===== src/rtl/wtch_ascii_sender.sv =====
// Streams a snapshot of the packed watch time as the ASCII frame "HH:MM:SS.CC"
// plus line terminator, one byte per valid/ready transfer.
module wtch_ascii_sender #(
   parameter bit USE_CRLF = 1'b1
) (
   input  logic        clk,
   input  logic        rst,
   input  logic [23:0] wtch_data,
   input  logic        send_req,
   output logic [7:0]  tx_data,
   output logic        tx_valid,
   input  logic        tx_ready,
   output logic        busy,
   output logic        req_lost
);

   typedef enum logic [1:0] {IDLE, CONV, SEND} state_t;

   localparam logic [3:0] LAST = USE_CRLF ? 4'd12 : 4'd11;

   state_t      state, state_nxt;
   logic [23:0] snap_p0;
   logic [31:0] dig_p1;
   logic [3:0]  idx;
   logic        xfer;
   logic        req_lost_r;

   // Two BCD digits {tens, ones}; anything above 99 saturates to 99.
   function automatic logic [7:0] to_bcd(input logic [6:0] v);
      logic [3:0] tens;
      logic [3:0] ones;
      tens = 4'd0;
      ones = 4'd9;
      if (v > 7'd99) begin
         tens = 4'd9;
      end else begin
         for (int k = 1; k <= 9; k++)
            if (v >= 7'(10 * k)) tens = 4'(k);
         ones = 4'(v - ({3'd0, tens} * 7'd10));
      end
      return {tens, ones};
   endfunction

   function automatic logic [7:0] asc(input logic [3:0] n);
      return 8'h30 + {4'h0, n};
   endfunction

   // Frame layout: H1 H0 : M1 M0 : S1 S0 . C1 C0 [CR] LF
   function automatic logic [7:0] frame_byte(input logic [3:0] i, input logic [31:0] d);
      logic [7:0] b;
      case (i)
         4'd0:    b = asc(d[31:28]);
         4'd1:    b = asc(d[27:24]);
         4'd2:    b = 8'h3A;
         4'd3:    b = asc(d[23:20]);
         4'd4:    b = asc(d[19:16]);
         4'd5:    b = 8'h3A;
         4'd6:    b = asc(d[15:12]);
         4'd7:    b = asc(d[11:8]);
         4'd8:    b = 8'h2E;
         4'd9:    b = asc(d[7:4]);
         4'd10:   b = asc(d[3:0]);
         4'd11:   b = USE_CRLF ? 8'h0D : 8'h0A;
         4'd12:   b = 8'h0A;
         default: b = 8'h00;
      endcase
      return b;
   endfunction

   assign tx_valid = (state == SEND);
   assign busy     = (state != IDLE);
   assign xfer     = tx_valid & tx_ready;
   assign tx_data  = tx_valid ? frame_byte(idx, dig_p1) : 8'h00;
   assign req_lost = req_lost_r;

   always_ff @(posedge clk) begin
      if (!rst) state <= IDLE;
      else      state <= state_nxt;
   end

   always_comb begin
      state_nxt = state;
      case (state)
         IDLE:    if (send_req) state_nxt = CONV;
         CONV:    state_nxt = SEND;
         SEND:    if (xfer && (idx == LAST)) state_nxt = IDLE;
         default: state_nxt = IDLE;
      endcase
   end

   always_ff @(posedge clk) begin
      if (!rst) begin
         snap_p0    <= 24'd0;
         dig_p1     <= 32'd0;
         idx        <= 4'd0;
         req_lost_r <= 1'b0;
      end else begin
         req_lost_r <= send_req && (state != IDLE);
         // p0: snapshot on accepted request
         if ((state == IDLE) && send_req)
            snap_p0 <= wtch_data;
         // p1: field-to-digit conversion
         if (state == CONV) begin
            dig_p1 <= {to_bcd({2'b00, snap_p0[23:19]}),
                       to_bcd({1'b0,  snap_p0[18:13]}),
                       to_bcd({1'b0,  snap_p0[12:7]}),
                       to_bcd(snap_p0[6:0])};
            idx    <= 4'd0;
         end
         if (xfer)
            idx <= (idx == LAST) ? 4'd0 : idx + 4'd1;
      end
   end

endmodule


===== config.mk =====
export PLATFORM = sky130hd
export DESIGN_NAME = wtch_ascii_sender
export DESIGN_NICKNAME = d
export VERILOG_FILES = /design/src/rtl/wtch_ascii_sender.sv
export SDC_FILE = /design/constraint.sdc
export NUM_CORES = 1
export LEC_CHECK = 0
export CORE_MARGIN = 2
export CORE_UTILIZATION = 51
export CTS_CLUSTER_DIAMETER = 100
export DETAILED_ROUTE_END_ITERATION = 7
export PLACE_DENSITY = 0.77
export SLEW_MARGIN = 40
export SYNTH_ARGS = -nofsm -noshare
export SYNTH_HDL_FRONTEND = slang
export SYNTH_SLANG_ARGS = --single-unit

===== constraint.sdc =====
create_clock -name clk -period 2.31 [get_ports clk]
set_clock_uncertainty 0.1 [all_clocks]
set_input_delay 0.462 -clock clk [delete_from_list [all_inputs] [get_ports clk]]
set_output_delay 0.462 -clock clk [all_outputs]
set_load 0.01 [all_outputs]

======== Word level (Yosys, flattened, before mapping) ========
Cells that the tools add are included.
cells by class
  add/subtract/negate cells ............... 13
  multiply operators ...................... 4
  div/mod/pow operators ................... 0
  magnitude comparators ................... 36
  equality and inequality tests ........... 16
  shifts and indexed selects .............. 0
  mux-type cells .......................... 58
  bitwise operators ....................... 1
  reductions and logical operators ........ 9
operators with widths
  kind                 count
  $mux 4               49
  $pmux 7 s12          1
  $add 6x4->7 const A  8
  $ge 6x7->1 const B   6
  $ge 6x6->1 const B   6
  $ge 6x5->1 const B   4
  $ge 5x7->1 const B   3
  $ge 7x6->1 const B   3
  $ge 7x7->1 const B   3
  $eq 4x4->1 const B   5
  $eq 4x3->1 const B   4
  $mul 4x3->3 const B  4
  $sub 4x4->4          4
  $ge 7x5->1 const B   2
  $gt 6x7->1 const B   2
  $ge 6x4->1 const B   2
  $ge 5x5->1 const B   2
  $eq 4x2->1 const B   2
  $mux 8               1
  $ge 7x4->1 const B   1
  $gt 7x7->1 const B   1
  $pmux 2 s3           1
  $ge 5x4->1 const B   1
  $add 4x1->4 const B  1
  other kinds (14)     21
storage, ports and cells
  flip-flop bits (word level) ............. 63
  bits in latches ......................... 0
  RAM bits ................................ 0
  ROM bits ................................ 0
  input port bits ......................... 28
  output and inout bits ................... 11
  word-level logic and storage cells ...... 142
  memories ................................ 0

======== Depth between registers and ports, before layout ========
  word-level depth ........................ 16
  depth in mapped cells ................... 12
  gate-level depth less buffers ........... 11

======== Worst setup path after synthesis ========
Ideal clock, no wire load.
  path kind ............................... register to register
  from .................................... reg snap_p0[2]
  to ...................................... reg dig_p1[2]
  arrival time ............................ 2.043 ns
  required time ........................... 2.092 ns
  slack ................................... 0.048 ns
  stages on the path, launching flop included .. 12
  path buffers ............................ 1
  period minus slack after synthesis ...... 2.262 ns
  path through ............................ dfxtp_1 -> clkbuf_4 -> nor2_1 -> o32a_1 -> o22a_1 -> o311ai_4 -> inv_1 -> ha_1 -> inv_1 -> fa_1 -> a22oi_1 -> nor2b_1
on the way
  cells in the longest elaborated chain, start to end .. 16
RTL lines
  element                 RTL line  text
  start, declared         22        logic [23:0] snap_p0;
  start signal, assigned  101       snap_p0 <= wtch_data;
  $ge 7x4->1              38        if (v >= 7'(10 * k)) tens = 4'(k);
  $mux 1                  38
  $mux 4 (8 in series)    38
  $mux 4                  34        if (v > 7'd99) begin
  $mux 4                  103       if (state == CONV) begin
  $mux 4                  92        if (!rst) begin
  $mul 4x3->3             39        ones = 4'(v - ({3'd0, tens} * 7'd10));
  $sub 4x4->4             39
  $mux 4 (*)              34
  end signal, assigned    104       dig_p1 <= {to_bcd({2'b00, snap_p0[23:19]}),
  end, declared           23        logic [31:0] dig_p1;
Mark *: on every way between the ends. The rest lies on a longest branch, timed or not. The select of a mux whose other input is x is not followed.
A chain may end at the register's enable or synchronous reset.

======== Worst setup path after layout ========
  from .................................... reg idx[1]
  to ...................................... out tx_data[2]
on the way
  cells in the longest elaborated chain, start to end .. 4
RTL lines
  element                                   RTL line  text
  start, declared                           24        logic [3:0] idx;
  start signal, assigned                    111       idx <= (idx == LAST) ? 4'd0 : idx + 4'd1;
  $eq 4x3->1 or $eq 4x2->1 (tied branches)  51        case (i)
  $reduce_or 2->1 (no source line)          n/a
  $pmux 7 s12 (*)                           51
  $mux 8 (*)                                73        assign tx_data = tx_valid ? frame_byte(idx, dig_p1) : 8'h00;
  end, declared                             10        output logic [7:0] tx_data,
Mark *: on every way between the ends. The rest lies on a longest branch, timed or not.

==> qor.csv <==
metric,value,unit
grt_pass1_vias,2983,
place.gp.congestion,0.896,
grt_max_degree,59,
num_vias,3236,
coreArea,0.00631,mm^2
finalHoldViolations,0,
ir_worst_vdd,0.373,mV
fillers,519,
pwr_density_cell,619,mW/mm^2
layout_min_cycle_time,2.67,ns
route.detailed.drc,0,
setup_viol_count_final,6,
drt_wl_total,8310,um
hpwl,5270,um
numCtsBuffers,9,
synth_edf_count,0,
root_buffer,clkbuf_8,
ios,39,
drv_slew,0,
cts_tree,yes,
violations,negative setup slack,
drt_iter0_markers,223,
yosysUniqueCellTypes,49,
required,1.75,ns
grt_use_met1,0.288,
htree_levels,3,
synthFlopType,dfxtp_1,
cts.clk_slew.worst_paths,0.07,ns
crit_type,register to output port,
cp_max_fo,4,
cp-start-kind,register,
synthTopCellsByCount,"nand2_1, dfxtp_1, a21boi_0",
fin_nets,521,
synth_cells,427,
rr_worst_depth,10,
ant_nets,0,
gr-usage-met2,0.390,
whs_path_depth,2,
outcome,"complete, but fails checks",
grt.met3_usage,0.0482,
ys_seq_elements,59,
utilization,0.685,
leakage,1.68,nW
cap_violations,0,
synth_largest_area_cell,dfxtp_1,
synth.most_common_cell,nand2_1,
timing.final.ws_setup,-0.365,ns
drive_gt1_frac,0.208,
worstSkewPairLatency,0.35,ns
grt_usage,0.235,
rows,29,
start_util,0.524,
antenna_found_initial,0,
holdBufCountCts,0,
via_per_inst,5.75,
r2r_slack,0.01,ns
wl_per_cell,14.8,um
tns,-1.11,ns
hp-class,register to register,
yosys_warnings,0,
finalCritPeriodShare,1.16,
hold_path.startpoint,snap_p0[0],
clock_sinks,59,
ys_top_cells_by_area,"dfxtp_1, nand2_1, a21boi_0, a21oi_1, ha_1",
p_total,0.00268,W
top_usage_layer,met2,
seq_area_frac_synth,0.357,
rr_startpoint,snap_p0[2],
die-area,0.00715,mm^2
io_buffer_count,36,
die_h,84.6,um
end_kind,output port,
min_to,dig_p1[0],
async_flop_share,0,
die_w,84.6,um
avgSynthCellArea,7.75,um^2
clock_path_buffers,2,
synthToLayoutAreaGrowth,30.7,%
r2r_end,dig_p1[2],
n_antenna_cell,0,
arrival,2.11,ns
rsz0062_at_grt,yes,
gr-total-overflow,0,
synth_area,0.00331,mm^2
dr.pass1.iters,7,
grt_pass1_wl,13600,um
max_clock_freq,0.374,GHz
synth_top_area_share,0.357,
[how the worst max path moves through the flow]
stage,depth (start not counted),from,slack [ns],endpoint
after floorplan,11,snap_p0[2],0.05,dig_p1[2]
after global placement,7,idx[1],-0.29,tx_data[3]
after detailed placement,7,idx[1],-0.34,tx_data[3]
after CTS,10,idx[1],-0.16,tx_data[0]
after global routing,9,idx[1],-0.42,tx_data[2]
final,9,idx[1],-0.36,tx_data[2]
[per-stage QoR]
step	instances	hold WS (ns)	cell area, um^2	setup WS [ns]
after floorplan	428	0.324	3310	0.0482
after global placement	532	0.336	3840	-0.289
after detailed placement	532	0.349	3840	-0.344
after CTS	558	0.360	4210	-0.159
after global routing	563	0.397	4330	-0.424
final	563	0.357	4330	-0.365
[layer usage]
layer	up-vias	share of wire
met5	-	0
met4	0	0.028
met3	26	0.049
met2	97	0.48
met1	1535	0.44
li1	1578	-
[cells by family (layout without fill, tap and decap cells)]
kind of cell | count (synthesis) | in the layout | synth area share
xor+xnor | 8 | 8 | 0.0212
simple gates | 155 | 155 | 0.205
fa+ha+maj | 14 | 14 | 0.0605
compound gates | 131 | 131 | 0.281
flops | 59 | 59 | 0.357
other cells | 1 | 2 | 0.00113
buf+inv | 59 | 117 | 0.0745
[flip-flops by register name (all words and copies together) (netlist names)]
register,cells
snap_p0,24
req_lost,1
state,2
dig_p1,28
idx,4
[cell usage in the layout (no fill, tap or decap), drive strengths merged, types with 10 or more instances in the layout]
cell type,Yosys,routed
inv,23,23
nor2b,10,10
dfxtp,59,59
a21oi,23,23
a21boi,37,37
clkdlybuf4s50,0,30
clkbuf,25,11
nand2,89,89
o21ai,21,21
nor2,23,23
buf,11,48
[repair_timing]
item | CTS | global route
setup buffers | 10 | 5
endpoints found under the setup margin | 8 | 11
hold endpoints to repair | 0 | 0
pin swaps | 18 | 24
resized for setup | 59 | 23
[worst max-delay path: stages (launching register included)]
cell      delay, ns
dfxtp_4        0.38
inv_4          0.05
ha_4           0.17
buf_4          0.13
buf_4          0.14
a221oi_1       0.37
a311oi_1       0.10
a21oi_1        0.17
nor2_1         0.09
buf_2          0.15
[layout make-up]
type | instances | area [um^2] | area share
Inverter | 23 | 91.3 | 0.0211
Sequential cell | 59 | 1200 | 0.278
Timing Repair Buffer | 78 | 689 | 0.159
Clock buffer | 11 | 131 | 0.0304
Multi-Input combinational cell | 310 | 2040 | 0.471
Clock inverter | 5 | 77.6 | 0.0179
Tap cell | 77 | 96.3 | 0.0223
[power by group]
group	total (W)	switching, W	leakage (nW)	internal [W]
sequential	0.00114	0.0000670	0.487	0.00108
clock	0.00102	0.000412	0.103	0.000604
combinational	0.000516	0.000255	1.09	0.000261
total	0.00268	0.000734	1.68	0.00194
No activity file was read; power rests on OpenSTA's default activity.
